## config.mk

```make
export PLATFORM = sky130hd
export DESIGN_NAME = key_filter
export DESIGN_NICKNAME = d
export VERILOG_FILES = /design/src/rtl/key_filter.sv
export SDC_FILE = /design/constraint.sdc
export NUM_CORES = 1
export LEC_CHECK = 0
export BUFFER_PORTS_ARGS = -buffer_cell sky130_fd_sc_hd__buf_2
export CAP_MARGIN = 20
export CORE_MARGIN = 5
export CORE_UTILIZATION = 43
export DETAILED_ROUTE_END_ITERATION = 16
export SETUP_SLACK_MARGIN = 0.3
export SKIP_LAST_GASP = 1
export SYNTH_ARGS = -nofsm -noshare
export SYNTH_HDL_FRONTEND = slang
export SYNTH_SLANG_ARGS = --single-unit
```

## constraint.sdc

```tcl
create_clock -name clk -period 2.6 [get_ports clk]
set_clock_uncertainty 0.2 [all_clocks]
set_input_delay 0 -clock clk [delete_from_list [all_inputs] [get_ports clk]]
set_output_delay 0 -clock clk [all_outputs]
set_load 0.02 [all_outputs]
```

## src/rtl/key_filter.sv

```systemverilog
// Keyboard code filter: debounces a held USB keycode, emits a press pulse,
// then auto-repeat pulses after a hold delay while the key stays down.
module key_filter #(
    parameter int unsigned STABLE_CYCLES = 500000,
    parameter int unsigned HOLD_DELAY    = 25000000,
    parameter int unsigned REPEAT_PERIOD = 5000000
) (
    input  logic       clk,
    input  logic       rst_n,
    input  logic       enable_i,
    input  logic [7:0] raw_keycode_i,
    output logic [7:0] keycode_o,
    output logic       key_valid_o,
    output logic       key_held_o
);

    localparam int unsigned CNT_W = 25;
    localparam int unsigned KEY_W = 8;
    localparam logic [CNT_W-1:0] STABLE_LAST = CNT_W'(STABLE_CYCLES - 1);
    localparam logic [CNT_W-1:0] HOLD_LAST   = CNT_W'(HOLD_DELAY - 1);
    localparam logic [CNT_W-1:0] REPEAT_LAST = CNT_W'(REPEAT_PERIOD - 1);

    typedef enum logic [1:0] {
        IDLE     = 2'd0,
        DEBOUNCE = 2'd1,
        HOLD     = 2'd2,
        REPEAT   = 2'd3
    } state_e;

    state_e             state_q, state_d;
    logic [CNT_W-1:0]   cnt_q, cnt_d;
    logic [KEY_W-1:0]   cand_q, cand_d;
    logic [KEY_W-1:0]   raw_q, raw_d;
    logic [KEY_W-1:0]   keycode_q, keycode_d;
    logic               key_valid_q, key_valid_d;
    logic               key_held_q, key_held_d;
    logic               pulse;

    function automatic logic is_accepted(input logic [KEY_W-1:0] code);
        case (code)
            8'h1A, 8'h04, 8'h16, 8'h07, 8'h28: is_accepted = 1'b1;
            default:                           is_accepted = 1'b0;
        endcase
    endfunction

    // Rejected codes collapse to "no key"; a disabled filter sees no key, so
    // re-enabling with a key held starts from a fresh sample.
    assign raw_d = (enable_i && is_accepted(raw_keycode_i)) ? raw_keycode_i : KEY_W'(0);

    always_comb begin
        state_d = state_q;
        cnt_d   = cnt_q;
        cand_d  = cand_q;
        pulse   = 1'b0;
        if (!enable_i) begin
            state_d = IDLE;
            cnt_d   = '0;
        end else begin
            case (state_q)
                IDLE: begin
                    if (raw_q != KEY_W'(0)) begin
                        cand_d  = raw_q;
                        cnt_d   = '0;
                        state_d = DEBOUNCE;
                    end
                end
                DEBOUNCE: begin
                    if (raw_q != cand_q) begin
                        state_d = IDLE;
                    end else if (cnt_q == STABLE_LAST) begin
                        pulse   = 1'b1;
                        cnt_d   = '0;
                        state_d = HOLD;
                    end else begin
                        cnt_d = cnt_q + CNT_W'(1);
                    end
                end
                HOLD: begin
                    if (raw_q != cand_q) begin
                        state_d = IDLE;
                    end else if (cnt_q == HOLD_LAST) begin
                        pulse   = 1'b1;
                        cnt_d   = '0;
                        state_d = REPEAT;
                    end else begin
                        cnt_d = cnt_q + CNT_W'(1);
                    end
                end
                REPEAT: begin
                    if (raw_q != cand_q) begin
                        state_d = IDLE;
                    end else if (cnt_q == REPEAT_LAST) begin
                        pulse = 1'b1;
                        cnt_d = '0;
                    end else begin
                        cnt_d = cnt_q + CNT_W'(1);
                    end
                end
                default: state_d = IDLE;
            endcase
        end
    end

    // Output stage: pulse payload for one cycle, held level follows current state.
    always_comb begin
        keycode_d   = pulse ? cand_q : KEY_W'(0);
        key_valid_d = pulse;
        key_held_d  = enable_i && ((state_q == HOLD) || (state_q == REPEAT));
    end

    always_ff @(posedge clk or negedge rst_n) begin
        if (!rst_n) begin
            state_q     <= IDLE;
            cnt_q       <= '0;
            cand_q      <= '0;
            raw_q       <= '0;
            keycode_q   <= '0;
            key_valid_q <= 1'b0;
            key_held_q  <= 1'b0;
        end else begin
            state_q     <= state_d;
            cnt_q       <= cnt_d;
            cand_q      <= cand_d;
            raw_q       <= raw_d;
            keycode_q   <= keycode_d;
            key_valid_q <= key_valid_d;
            key_held_q  <= key_held_d;
        end
    end

    assign keycode_o   = keycode_q;
    assign key_valid_o = key_valid_q;
    assign key_held_o  = key_held_q;

endmodule

```

==> results of run 1 <==
kinds of logic (layout without fill, tap and decap cells):
family / Yosys count / after routing / share of synthesized area
and+or+nand+nor: 152 / 152 / 0.299
AOI/OAI and AO/OA: 54 / 54 / 0.158
DFF: 53 / 53 / 0.473
buffers and inverters: 18 / 73 / 0.0326
xor gates and xnor gates: 10 / 10 / 0.0313
adders and majority gates: 1 / 1 / 0.00447
other: 1 / 2 / 0.00134
routing by layer:
metal  vias to the layer above  GRT usage  routed length, um
met4                         0     0.0571                 82
met1                      1128      0.240               3320
met2                        46      0.235               2780
met5                         -          0                  0
met3                         7     0.0367                256
li1                       1163          -                  -
worst max-delay path: stages (launching register included):
cell	delay, ns
dfrtp_2	0.45
and4bb_2	0.35
nand4_2	0.13
o31ai_4	0.35
o21ai_4	0.14
nor2b_4	0.16
buf_12	0.14
a221o_1	0.28
state kept, by name, indices dropped and copies added (netlist names):
signal	flops
key_valid_o	1
cnt_q	25
key_held_o	1
raw_q	8
state_q	2
cand_q	8
keycode_o	8
cell usage in the layout (no fill, tap or decap), drive strengths merged, types with 3 or more instances in the layout:
master and n:
inv 6, nand2 41, a21o 8, o211a 4, o21ai 8, and3 5, a22o 10, nor4 8
nand4 11, xor2 10, nor2b 3, a221o 8, clkbuf 6, and2 15, nor4bb 3, dfrtp 53
dlygate4sd3 14, a21oi 5, nor2 24, buf 46, or2 3, nand3 20, nor3 8, o311ai 3
final timing paths:
check / slack, ns / cells past startpoint / end
max: 0.27 / 7 / cnt_q[22]
min reg2reg: 0.33 / 2 / cand_q[7]
min in group clk: 0.33 / 2 / cand_q[7]
max in group asynchronous: 1.59 / 3 / cnt_q[22]
min: 0.13 / 3 / cnt_q[15]
max reg2reg: 0.27 / 7 / cnt_q[22]
cell type report:
| type | count | area, um^2 | area share |
|---|---|---|---|
| sequential | 53 | 1340 | 0.381 |
| clock inverter | 2 | 13.8 | 0.00391 |
| multi-input combinational | 219 | 1520 | 0.432 |
| timing repair buffer | 60 | 455 | 0.130 |
| clock buffer | 6 | 72.6 | 0.0206 |
| inverter | 5 | 18.8 | 0.00534 |
| tap | 77 | 96.3 | 0.0274 |
timing repair:
action | CTS | global route
setup buffers | 10 | 7
hold buffers | 14 | 0
endpoints found under the hold margin | 62 | 0
setup endpoints to repair | 32 | 31
gates resized for setup | 18 | 21
pin swaps | 5 | 6
stage by stage:
stage | worst slack [ns] | power, uW
after floorplan | 0.350 | 1100
after global placement | 0.167 | 1190
after detailed placement | 0.0920 | 1190
after CTS | 0.274 | 1720
after global routing | 0.198 | 1810
final | 0.265 | 1730
power by group through the flow:
stage | sequential, uW | clock (uW) | combinational, uW
6_report | 885 | 469 | 372
5_1_grt | 890 | 512 | 412
4_1_cts | 880 | 483 | 356
3_5_place_dp | 900 | 0 | 292
3_3_place_gp | 897 | 0 | 288
2_1_floorplan | 891 | 0 | 211
==> reports/metrics.csv, run 1 <==
metric,value,unit
largest area contributor in the netlist,dfrtp_1,
Core Region,6350,um^2
critical path type,reg -> reg,
Worst EP arrival,2.33,ns
"Cell Count, Final, Fillers Out",422,
H-tree depth,2,
commonest cells in the netlist,"dfrtp_1, nand2_1, nor2_1",
placed insts,383,
Skew-Pair Late Insertion Delay,0.31,ns
DRT iter0 DRCs,120,
asr flop ratio synth,1.00,
static leakage,0.00167,uW
Flop pwr share,0.513,
max-slew violations,0,
row count,29,
routability cong.,0.817,
top-count cell post-synth,dfrtp_1,
Num CTS Buffers,5,
Via-to-Cell Ratio,5.55,
Post-Syn Instances,289,
Slew HR,0.560,
Final Core Density,0.554,
post-synthesis cell type count,51,
Slew @ Worst Pin,0.660,ns
FF-to-FF Start,cnt_q[17],
status,"complete, no violations",
Fin Hold WS,0.128,ns
vias in the first global route,2272,
CTS Buffer Depth,2,
remaining global-route overflow,0,
largest net degree at the start of global routing,54,
Root Buffer,clkbuf_8,
die width,90.7,um
Fin. Hold Viols,0,
CP required,2.59,ns
crit-path max FO,15,
clock tree from TritonCTS,done,
share of layout cells above drive strength 1,0.267,
Switch Pwr,513,uW
starting density of the core,0.441,
Total Die Area,8230,um^2
worst vdd rail ir drop,0.275,mV
final setup fails,0,
WL/cell,15.3,um
share of the synthesized area in the top cell type,0.473,
clock slew at reported path FFs,0.10,ns
dominant register cell in the synthesized netlist,dfrtp_1,
Post-route DRC,0,
Nets,356,
overall routed net length,6440,um
combinational power share,0.215,
max cap viols,0,
io pins,21,
fillcell total,560,
first-pass GRT wire length,11200,um
#FFs+latches synth,53,
switching part of the total,0.297,
Final ANT Viol Nets,0,
die height,90.7,um
critical path capture point type,flip-flop,
Worst Setup Start Kind,flip-flop,
"EDFF count, synth",0,
IO Port Bufs,20,
DR vias,2344,
clock share of power,0.272,
initial antenna violation count,0,
PD cells,491,nW/um^2
register area share after synthesis,0.473,
CTS Sinks,53,
Syn. warnings,0,
Max Clk Rate,0.428,GHz
Internal Power,1210,uW
Final period util,0.898,
crit path from,cnt_q[17],
fin area,3520,um^2
HP Class,in -> async,
Mapped Area,2800,um^2
Pre-antenna DRT Iters,4,
synth top area cells,"dfrtp_1, nand2_1, nand3_1",
Final min period,2.33,ns
unrepaired setup endpoints after global routing,yes,
Antenna Cells,0,
overall routing resource usage,0.163,
Post-Syn Area per Cell,9.69,um^2
post-DP HPWL,4320,um
Placed Area,3000,um^2
setup_tns,0,ns
area delta synth->final,25.5,%
(Power assumes the default switching activity.)
==> run 2: changes to the inputs <==
- CORE_ASPECT_RATIO: not set -> 1.1
==> run 2 against run 1 <==
  * Power is 3.1% higher
  * Critical path depth stayed put
  * Worst setup slack worse by 0.030 ns
  * Highest routed layer unchanged
==> reports/metrics.csv, run 2 (synthesis results as in run 1) <==
metric,value,unit,change
status,"complete, no violations",,
Root Buffer,clkbuf_8,,
GR peak layer,met2,,
CP peak stage delay,0.49,ns,+0.04 ns
CP Cell Sequence,nor4bb_1 -> nand4_1 -> o21ai_2 -> o21ai_4 -> nor2b_4 -> buf_12 -> a221o_1,,
static leakage,0.00171,uW,+2.2%
row count,30,,+3.4%
remaining global-route overflow,0,,unchanged
Pre-antenna DRT Iters,4,,unchanged
fin area,3570,um^2,+1.5%
Slew HR,0.421,,-0.138
most flop-heavy register,cnt_q,,
"commonest non-fill, non-tap cell in the layout",dfrtp_1,,
Flop pwr share,0.496,,-0.017
Internal Power,1240,uW,+2.5%
Nets,365,,+2.5%
area delta synth->final,27.3,%,
FF-to-FF Start,cnt_q[16],,
Post-route DRC,0,,unchanged
reg2reg setup slack,0.24,ns,-0.03 ns
post-DP HPWL,4310,um,-0.22%
clock share of power,0.272,,about the same
Worst EP arrival,2.36,ns,+0.03 ns
crit path from,cnt_q[16],,
die width,87.0,um,-4.1%
"Power, Total",1780,uW,+3.1%
met2 usage,0.262,,+0.0272
critical path capture point type,flip-flop,,
Placed Area,3020,um^2,+0.88%
HP Class,in -> async,,
Fin Hold WS,0.0714,ns,-0.0564 ns
io pins,21,,unchanged
starting density of the core,0.447,,+0.00572
Largest register FFs,25,,unchanged
routability cong.,0.888,,+8.6%
H-tree depth,2,,unchanged
DRT iter0 DRCs,158,,+32%
final setup fails,0,,unchanged
setup_tns,0,ns,unchanged
clock tree from TritonCTS,done,,
max cap viols,0,,unchanged
first-pass GRT wire length,10900,um,-2.7%
critical path type,reg -> reg,,
CTS Sinks,53,,unchanged
largest net degree at the start of global routing,36,,-33%
share of layout cells above drive strength 1,0.268,,+0.00169
fillcell total,537,,-4.1%
Reg area,1340,um^2,-0.37%
vias in the first global route,2260,,-0.53%
Final min period,2.36,ns,+0.0303 ns
met3 GRT Util,0.0262,,-0.0105
CP required,2.60,ns,about the same
Worst Setup Start Kind,flip-flop,,
met1 track demand over resource,0.234,,-0.00535
Final period util,0.910,,+0.0116
crit-path max FO,10,,-5
PD cells,499,nW/um^2,+1.6%
Skew-Pair Late Insertion Delay,0.31,ns,about the same
DR vias,2430,,+3.7%
Final ANT Viol Nets,0,,unchanged
initial antenna violation count,0,,unchanged
clock slew at reported path FFs,0.10,ns,about the same
worst vdd rail ir drop,0.316,mV,+15%
multi-input logic area,1500,um^2,-1.2%
worst setup path end,cnt_q[13],,
CTS Buffer Depth,2,,unchanged
Max Clk Rate,0.423,GHz,-1.3%
overall routed net length,6550,um,+1.8%
Via-to-Cell Ratio,5.60,,+0.80%
Core Region,6270,um^2,-1.3%
worst-case reg-to-reg path depth,7,,unchanged
Fin. Hold Viols,0,,unchanged
Num CTS Buffers,5,,unchanged
Switch Pwr,536,uW,+4.5%
most frequent cells in the layout,"dfrtp_1, nand2_1, buf_4",,
unrepaired setup endpoints after global routing,yes,,
die height,94.7,um,+4.3%
combinational power share,0.232,,+0.017
IO Port Bufs,20,,unchanged
switching part of the total,0.301,,+0.00402
Crit Reg-Reg Endpoint,cnt_q[13],,
max-slew violations,0,,unchanged
Antenna Cells,0,,unchanged
overall routing resource usage,0.164,,+0.00101
Total Die Area,8230,um^2,about the same
WL/cell,15.1,um,-1.1%
Slew @ Worst Pin,0.865,ns,+0.205 ns
slowest CP cell,dfrtp_1,,
-- run 2: cell type report --
class	count	area share
flip-flops and latches	53	0.374
inverters	5	0.00526
clock inverters	3	0.00702
clock buffers	5	0.0193
multi-input cells	220	0.421
well taps	80	0.0281
repair buffers	68	0.145
-- run 2: stage by stage --
step,worst slack [ns],util,instances
after global placement,0.153,0.482,389
after CTS,0.271,0.546,424
after detailed placement,0.0821,0.482,389
after global routing,0.144,0.569,434
final,0.235,0.569,434
after floorplan,0.350,-,290
-- run 2: routing by layer --
| layer | vias up | part of all wire |
|---|---|---|
| li1 | 1187 | - |
| met4 | 0 | 0.0079 |
| met2 | 57 | 0.46 |
| met1 | 1180 | 0.48 |
| met3 | 6 | 0.045 |
| met5 | - | 0 |
-- run 2: what timing repair did --
item / CTS / global route
gates resized for setup: 15 / 19
pin swaps: 7 / 9
cloned: 0 / 1
endpoints found under the hold margin: 62 / 0
setup buffers: 12 / 9
hold buffers: 15 / 0
setup endpoints to repair: 32 / 29
-- run 2: critical path: cells and delay by family, from the launching register on --
family,cells,cell delay (ns)
buffers and inverters,1,0.14
AND/OR/NAND/NOR,3,0.79
flip-flops,1,0.49
AO/OA/AOI/OAI,3,0.63
-- run 2: worst min path at each step --
stage / from / to / slack (ns) / cells past startpoint
after global routing: rst_n / cnt_q[20] / 0.11 / 3
after global placement: rst_n / cnt_q[15] / -0.23 / 1
after detailed placement: rst_n / cnt_q[15] / -0.21 / 1
after CTS: rst_n / cnt_q[22] / 0.1 / 3
final: rst_n / cnt_q[23] / 0.07 / 3
after floorplan: rst_n / cand_q[0] / -0.50 / 0
-- run 2: power groups by stage --
stage / Clock [uW] / Combinational (uW) / Sequential (uW)
finish: 484 / 413 / 882
global route: 535 / 450 / 886
CTS: 502 / 377 / 880
detailed placement: 0 / 291 / 899
global placement: 0 / 288 / 898
floorplan: 0 / 211 / 891
==> run 3: changes to the inputs <==
- SETUP_SLACK_MARGIN: 0.3 -> 0.4
==> run 3 against run 2 <==
  * Flip-flop and latch count did not move
  * Critical endpoint is now cnt_q[12]
  * Largest power group unchanged
  * Die area did not move
  * Register-to-register slack improved by 0.08 ns
==> reports/metrics.csv, run 3 (synthesis results as in run 1) <==
metric,value,unit,change
status,"complete, no violations",,
Final Core Density,0.602,,+0.0327
Antenna Cells,0,,unchanged
most frequent cells in the layout,"dfrtp_1, nand2_1, buf_4",,
starting density of the core,0.447,,unchanged
post-DP HPWL,4350,um,+1.0%
unrepaired setup endpoints after global routing,yes,,
most flop-heavy register,cnt_q,,
IO Port Bufs,20,,unchanged
Flop pwr share,0.483,,-0.013
FF-to-FF Start,cnt_q[9],,
Largest register FFs,25,,unchanged
vias in the first global route,2401,,+6.2%
Placement Setup Slack,0.118,ns,+0.0361 ns
clock slew at reported path FFs,0.10,ns,about the same
share of layout cells above drive strength 1,0.329,,+0.0604
Slew @ Worst Pin,0.649,ns,-0.216 ns
Worst Setup Start Kind,flip-flop,,
combinational power share,0.258,,+0.026
Via-to-Cell Ratio,5.68,,+1.5%
switching part of the total,0.305,,+0.00319
DRT iter0 DRCs,162,,+2.5%
"commonest non-fill, non-tap cell in the layout",dfrtp_1,,
Pre-antenna DRT Iters,5,,+1
Post-route DRC,0,,unchanged
first-pass GRT wire length,11900,um,+9.7%
WL/cell,16.3,um,+7.9%
crit-path max FO,8,,-2
H-tree depth,2,,unchanged
max cap viols,0,,unchanged
Final min period,2.28,ns,-0.0808 ns
max-slew violations,0,,unchanged
remaining global-route overflow,0,,unchanged
largest net degree at the start of global routing,54,,+50%
PD cells,485,nW/um^2,-2.8%
overall routed net length,7250,um,+11%
CTS Buffer Depth,2,,unchanged
area delta synth->final,34.7,%,
Root Buffer,clkbuf_8,,
Fin. Hold Viols,0,,unchanged
Slew HR,0.567,,+0.146
fillcell total,517,,-3.7%
reg2reg setup slack,0.32,ns,+0.08 ns
overall routing resource usage,0.185,,+0.0203
Nets,376,,+3.0%
Internal Power,1270,uW,+2.3%
Total Die Area,8230,um^2,unchanged
routability cong.,0.901,,+1.5%
crit path from,cnt_q[9],,
Switch Pwr,557,uW,+3.8%
die height,94.7,um,unchanged
setup_tns,0,ns,unchanged
critical path capture point type,flip-flop,,
DR vias,2529,,+4.1%
die width,87.0,um,unchanged
Final ANT Viol Nets,0,,unchanged
HP Class,in -> async,,
clock tree from TritonCTS,done,,
Max Clk Rate,0.438,GHz,+3.5%
CP required,2.60,ns,about the same
critical path type,reg -> reg,,
initial antenna violation count,0,,unchanged
final worst-path setup slack,0.316,ns,+0.0808 ns
Crit Reg-Reg Endpoint,cnt_q[12],,
static leakage,0.00179,uW,+4.6%
"Power, Total",1830,uW,+2.7%
worst-case reg-to-reg path depth,7,,unchanged
CTS Sinks,53,,unchanged
row count,30,,unchanged
clock share of power,0.260,,-0.012
Worst EP arrival,2.28,ns,-0.08 ns
Skew-Pair Late Insertion Delay,0.31,ns,about the same
Core Region,6270,um^2,unchanged
Num CTS Buffers,5,,unchanged
final setup fails,0,,unchanged
Final period util,0.879,,-0.0311
io pins,21,,unchanged
worst vdd rail ir drop,0.259,mV,-18%
## run 3: changes by cell type in the layout (fill, tap and decap cells not counted), moves of 2 or more
cell      before  now
buf_4         30   35
buf_6          2    7
nand3_1       19   17
nand3_2        1    3
nor2_1        22   20
nor3_2         0    2
o311ai_1       3    1
## run 3: per-layer routing
layer  routed length [um]  vias to the layer above  GRT usage
met3                  362                        9     0.0332
met1                 3450                     1243      0.266
met4                   89                        0     0.0597
li1                     -                     1202          -
met5                    0                        -          0
met2                 3350                       75      0.279
## run 3: layout make-up
class | count | area (um^2) | area share
well taps | 80 | 100 | 0.0265
multi-input cells | 220 | 1590 | 0.422
repair buffers | 79 | 634 | 0.168
flip-flops and latches | 53 | 1340 | 0.354
clock buffers | 5 | 68.8 | 0.0182
inverters | 5 | 18.8 | 0.00498
clock inverters | 3 | 22.5 | 0.00597
## run 3: worst max-delay path by stage
stage / end / slack [ns] / cells past startpoint
6_report: cnt_q[12] / 0.32 / 7
5_1_grt: cnt_q[8] / 0.23 / 8
4_1_cts: cnt_q[12] / 0.35 / 8
3_5_place_dp: cnt_q[12] / 0.12 / 7
3_3_place_gp: cnt_q[12] / 0.16 / 7
2_1_floorplan: cnt_q[11] / 0.39 / 8
## run 3: per-stage QoR
step | instances | hold WS (ns) | cell area (um^2)
after floorplan | 290 | -0.496 | 2810
after global placement | 387 | -0.0415 | 3010
after detailed placement | 387 | -0.0392 | 3010
after CTS | 434 | 0.147 | 3580
after global routing | 445 | 0.195 | 3770
final | 445 | 0.122 | 3770
## run 3: worst max-delay path, stage by stage (launching register included)
cell and delay, ns:
dfrtp_1 0.44, nor4bb_2 0.28, nand4b_1 0.18, o31ai_4 0.34, o21ai_4 0.14, nor2b_4 0.17, buf_6 0.13, a221o_1 0.29
## run 3: power groups by stage
stage / Combinational [uW] / Clock [uW] / Sequential, uW
finish: 471 / 475 / 882
global placement: 286 / 0 / 898
global route: 509 / 524 / 886
floorplan: 211 / 0 / 891
detailed placement: 289 / 0 / 898
CTS: 434 / 487 / 878
## run 3: repair_timing
item | 4_1_cts | 5_1_grt
hold buffers | 14 | 0
hold endpoints to repair | 62 | 0
cloned | 2 | 1
endpoints found under the setup margin | 32 | 33
resized for setup | 36 | 24
pin swaps | 12 | 19
setup buffers | 23 | 10
